## src/rtl/pipelined_cla_adder.sv

```systemverilog
// Two-stage pipelined carry-lookahead adder with valid/ready flow control.
// Stage 1 registers per-bit generate/propagate; stage 2 resolves 4-bit lookahead groups.
module pipelined_cla_adder #(
    parameter int WIDTH = 16
) (
    input  logic             clk,
    input  logic             rst,
    input  logic             in_valid,
    output logic             in_ready,
    input  logic [WIDTH-1:0] a,
    input  logic [WIDTH-1:0] b,
    input  logic             cin,
    output logic             out_valid,
    input  logic             out_ready,
    output logic [WIDTH-1:0] sum,
    output logic             cout,
    output logic             overflow
);
    localparam int NG = WIDTH / 4;

    generate
        if ((WIDTH % 4) != 0 || WIDTH < 4) begin : g_bad_width
            $error("pipelined_cla_adder: WIDTH must be a multiple of 4 and >= 4");
        end
    endgenerate

    logic [WIDTH-1:0] g_q, p_q;
    logic             c0_q, v1_q;
    logic [WIDTH-1:0] sum_q;
    logic             cout_q, ovf_q, v2_q;

    logic             adv2, ready1, in_xfer;
    logic [WIDTH:0]   c;
    logic [WIDTH-1:0] sum_d;
    logic             cout_d, ovf_d;
    logic [3:0]       gi, pi;
    logic             ck, grp_g, grp_p;

    assign adv2     = v1_q & (~v2_q | out_ready);
    assign ready1   = ~v1_q | adv2;
    assign in_ready = ready1 & ~rst;
    assign in_xfer  = in_valid & in_ready;

    always_ff @(posedge clk) begin
        if (rst) begin
            g_q  <= '0;
            p_q  <= '0;
            c0_q <= 1'b0;
            v1_q <= 1'b0;
        end else begin
            if (in_xfer) begin
                g_q  <= a & b;
                p_q  <= a ^ b;
                c0_q <= cin;
            end
            v1_q <= in_xfer ? 1'b1 : (adv2 ? 1'b0 : v1_q);
        end
    end

    // Flat lookahead inside each 4-bit group; group carries ripple group to group.
    always_comb begin
        c     = '0;
        gi    = '0;
        pi    = '0;
        ck    = 1'b0;
        grp_g = 1'b0;
        grp_p = 1'b0;
        c[0]  = c0_q;
        for (int k = 0; k < NG; k++) begin
            gi = g_q[4*k +: 4];
            pi = p_q[4*k +: 4];
            ck = c[4*k];
            c[4*k+1] = gi[0] | (pi[0] & ck);
            c[4*k+2] = gi[1] | (pi[1] & gi[0]) | (pi[1] & pi[0] & ck);
            c[4*k+3] = gi[2] | (pi[2] & gi[1]) | (pi[2] & pi[1] & gi[0])
                     | (pi[2] & pi[1] & pi[0] & ck);
            grp_g = gi[3] | (pi[3] & gi[2]) | (pi[3] & pi[2] & gi[1])
                  | (pi[3] & pi[2] & pi[1] & gi[0]);
            grp_p = &pi;
            c[4*k+4] = grp_g | (grp_p & ck);
        end
    end

    assign sum_d  = p_q ^ c[WIDTH-1:0];
    assign cout_d = c[WIDTH];
    assign ovf_d  = c[WIDTH-1] ^ c[WIDTH];

    always_ff @(posedge clk) begin
        if (rst) begin
            sum_q  <= '0;
            cout_q <= 1'b0;
            ovf_q  <= 1'b0;
            v2_q   <= 1'b0;
        end else begin
            if (adv2) begin
                sum_q  <= sum_d;
                cout_q <= cout_d;
                ovf_q  <= ovf_d;
            end
            v2_q <= adv2 ? 1'b1 : (out_ready ? 1'b0 : v2_q);
        end
    end

    assign out_valid = v2_q;
    assign sum       = sum_q;
    assign cout      = cout_q;
    assign overflow  = ovf_q;
endmodule

```

## config.mk

```make
export PLATFORM = sky130hd
export DESIGN_NAME = pipelined_cla_adder
export DESIGN_NICKNAME = d
export VERILOG_FILES = /design/src/rtl/pipelined_cla_adder.sv
export SDC_FILE = /design/constraint.sdc
export NUM_CORES = 1
export LEC_CHECK = 0
export CAP_MARGIN = 0
export CORE_MARGIN = 1
export CORE_UTILIZATION = 50
export CTS_BUF_LIST = sky130_fd_sc_hd__clkbuf_4 sky130_fd_sc_hd__clkbuf_8 sky130_fd_sc_hd__clkbuf_16
export DETAILED_ROUTE_END_ITERATION = 7
export GPL_TIMING_DRIVEN = 0
export PLACE_DENSITY = 0.89
export SYNTH_ARGS = -nofsm -noshare
export SYNTH_HDL_FRONTEND = slang
export SYNTH_SLANG_ARGS = --single-unit
```

## constraint.sdc

```tcl
create_clock -name clk -period 2.6 [get_ports clk]
set_clock_uncertainty 0.1 [all_clocks]
set_input_delay 0.39 -clock clk [delete_from_list [all_inputs] [get_ports clk]]
set_output_delay 0.39 -clock clk [all_outputs]
set_load 0.01 [all_outputs]
```

==> results.json <==
{
  "path_class": "reg2reg",
  "die_x_um": 72.3,
  "vias_per_cell": 5.45,
  "seq_power_share": 0.547,
  "ir_worst_vdd_mv": 0.265,
  "drv_slew": 0,
  "p_clk_frac": 0.278,
  "relSlewSlack": 0.617,
  "r2r_slack_ns": 0.28,
  "clk-insertion-delay-late_ns": 0.32,
  "avgSynthCellArea_sq_um": 7.99,
  "finalWorstPathRequiredPeriod_ns": 2.32,
  "n_antenna_cell": 0,
  "antenna_found_initial": 0,
  "ios": 57,
  "multi_input_area_sq_mm": 0.00133,
  "die_area_sq_mm": 0.00523,
  "p_int_w": 0.00120,
  "grt_pass1_wl_um": 10200,
  "max_cap_viol_count": 0,
  "postCtsHoldBufs": 0,
  "cp.required_ns": 2.75,
  "grt_overflow_total": 0,
  "timing.final.crit_share": 0.893,
  "grt_pass1_vias": 2223,
  "hold_path_class": "reg2reg",
  "grt_max_degree": 17,
  "dr.pass1.iters": 5,
  "path_max_fanout": 5,
  "end_kind": "register",
  "critPathLaunchType": "register",
  "coreArea_sq_mm": 0.00472,
  "nNetsFinal": 429,
  "setup_tns_ns": 0,
  "swShare": 0.280,
  "wl_um": 6070,
  "whs_endpoint": "sum[3]$_SDFFE_PP0P_",
  "vias": 2399,
  "cts_htree_levels": 2,
  "netlist_area_sq_mm": 0.00247,
  "synth_seq_cells": 53,
  "die_h_um": 72.3,
  "hp-start": "sum[3]$_SDFFE_PP0P_",
  "r2r_end": "sum[9]$_SDFFE_PP0P_",
  "drive_gt1_frac": 0.0322,
  "area_delta_synth_final_pct": 29.6,
  "cts_buffers": 5,
  "numClockSinks": 53,
  "path_clk_slew_ns": 0.10,
  "post-cts-setup-buffer-count": 0,
  "timing.fmax_mhz": 431,
  "hpwl_um": 4480,
  "ys_seq_area_frac": 0.430,
  "final_hold_viol_count": 0,
  "p_per_area_mw_per_mm2": 521,
  "rsz0062_at_grt": "no",
  "final_antenna_net_count": 0,
  "setup_viol": 0,
  "max-clock-path-buffers": 2,
  "synth_nets": 366,
  "tightest_slew_ns": 0.575,
  "fillCellCount": 394,
  "io_buffers": 56,
  "status": "completed",
  "combPwrFrac": 0.175,
  "cts_tree": "yes",
  "final-seq-area_sq_mm": 0.00106,
  "drt_iter0_markers": 238,
  "leakage_nw": 1.39,
  "ctsResizeCount": 0,
  "synthCells": 309,
  "wl_per_cell_um": 13.8,
  "reg2regPathDepth": 10,
  "yosys_warnings": 0,
  "cp.arrival_ns": 2.47,
  "cts_root_buffer": "clkbuf_8",
  "synthDistinctLibCells": 35,
  "drc_errors": 0,
  "globalRouteTotalUtil": 0.255,
  "r2r-start": "p_q[0]$_SDFFE_PP0P_",
  "place_congestion": 0.852,
  "power.switching_w": 0.000468,
  "min_delay_path_depth": 2,
  "holdWs_ns": 0.356,
  "initial_utilization": 0.523,
  "num_rows": 25
}
-- layer usage --
layer | wire length, um | vias to the layer above | global-route usage
met5 | 0 | - | 0
met4 | 165 | 0 | 0.111
met3 | 392 | 16 | 0.0514
met2 | 2890 | 104 | 0.430
met1 | 2620 | 1096 | 0.315
li1 | - | 1183 | -
-- kinds of logic after synthesis --
group | share of synthesized area
AND/OR/NAND/NOR | 0.262
XOR/XNOR | 0.0284
adder cells (fa/ha/maj) | 0.101
multiplexers | 0.00405
buffers and inverters | 0.0304
flip-flops | 0.430
AO/OA/AOI/OAI | 0.144
-- critical path, cell delays in order (launching register included) --
cell     delay (ns)
dfxtp_1        0.35
a211o_1        0.31
a21o_2         0.25
o21a_1         0.20
a21o_1         0.20
a21o_1         0.18
ha_1           0.16
nor2_1         0.11
xnor2_1        0.13
nand2_1        0.08
a21oi_1        0.18
-- synth_stat cells, drive strengths merged --
master   instances  share of area
a211o            3          0.011
a211oi           4          0.012
a21o             5          0.017
a21oi           18          0.036
a31oi            2         0.0051
a41o             1         0.0041
a41oi            1         0.0035
and2             1         0.0025
and3             1         0.0025
buf              1         0.0015
clkbuf          17          0.026
dfxtp           53           0.43
ha              20           0.10
inv              2         0.0030
mux2i            1         0.0041
nand2           92           0.14
nand2b           1         0.0025
nand3           32          0.065
nand4            1         0.0025
nor2            17          0.026
nor2b            2         0.0051
nor3             2         0.0041
nor4b            2         0.0071
o2111ai          1         0.0035
o211a            1         0.0041
o211ai           2         0.0061
o21a             3         0.0091
o21ai            8          0.016
o311ai           2         0.0071
o31ai            3         0.0091
or3              2         0.0051
xnor2            7          0.025
xor2             1         0.0035
-- power by group through the flow --
| stage | clock network, W | registers [W] | logic, W |
|---|---|---|---|
| 6_report | 0.000464 | 0.000913 | 0.000291 |
| 5_1_grt | 0.000495 | 0.000919 | 0.000327 |
| 4_1_cts | 0.000462 | 0.000911 | 0.000291 |
| 3_5_place_dp | 0 | 0.000929 | 0.000288 |
| 3_3_place_gp | 0 | 0.000926 | 0.000280 |
| 2_1_floorplan | 0 | 0.000926 | 0.000147 |
-- layout make-up --
class | instances | area share
plain buffers | 18 | 0.0211
multi-input cells | 236 | 0.417
repair buffers | 56 | 0.175
clock inverters | 3 | 0.00547
clock buffers | 5 | 0.0215
flip-flops and latches | 53 | 0.332
well taps | 67 | 0.0262
inverters | 2 | 0.00235
-- worst max-delay path by stage --
stage	startpoint	endpoint	slack (ns)	depth (start not counted)
after CTS	p_q[0]$_SDFFE_PP0P_	sum[9]$_SDFFE_PP0P_	0.28	10
after global placement	out_ready	sum[8]$_SDFFE_PP0P_	0.21	7
final	p_q[0]$_SDFFE_PP0P_	sum[9]$_SDFFE_PP0P_	0.28	10
after global routing	p_q[0]$_SDFFE_PP0P_	sum[9]$_SDFFE_PP0P_	0.16	10
after detailed placement	out_ready	sum[12]$_SDFFE_PP0P_	0.11	7
after floorplan	p_q[0]$_SDFFE_PP0P_	sum[9]$_SDFFE_PP0P_	0.48	10
-- layout by cell type, fill, tap and decap left out, types with 4 or more instances in the layout --
| master | count |
|---|---|
| dfxtp_1 | 53 |
| o21ai_0 | 8 |
| clkdlybuf4s50_1 | 56 |
| a21oi_1 | 18 |
| xnor2_1 | 7 |
| a211oi_1 | 4 |
| nand3_1 | 32 |
| nor2_1 | 17 |
| nand2_1 | 92 |
| ha_1 | 20 |
| clkbuf_1 | 17 |
| clkbuf_8 | 5 |
-- registers in the layout, indices dropped and copies added (netlist names) --
name       flops
g_q           16
overflow       1
c0_q           1
out_valid      1
cout           1
v1_q           1
p_q           16
sum           16
-- metrics by stage --
stage | setup WS [ns] | area (sq um) | util | total power, W | std cells
finish | 0.279 | 3200 | 0.678 | 0.00167 | 440
global route | 0.160 | 3200 | 0.678 | 0.00174 | 440
CTS | 0.282 | 3200 | 0.678 | 0.00166 | 440
detailed placement | 0.109 | 3110 | 0.659 | 0.00122 | 432
global placement | 0.209 | 3110 | 0.659 | 0.00121 | 432
floorplan | 0.476 | 2470 | - | 0.00107 | 309
Power figures use the tool's default switching activity.
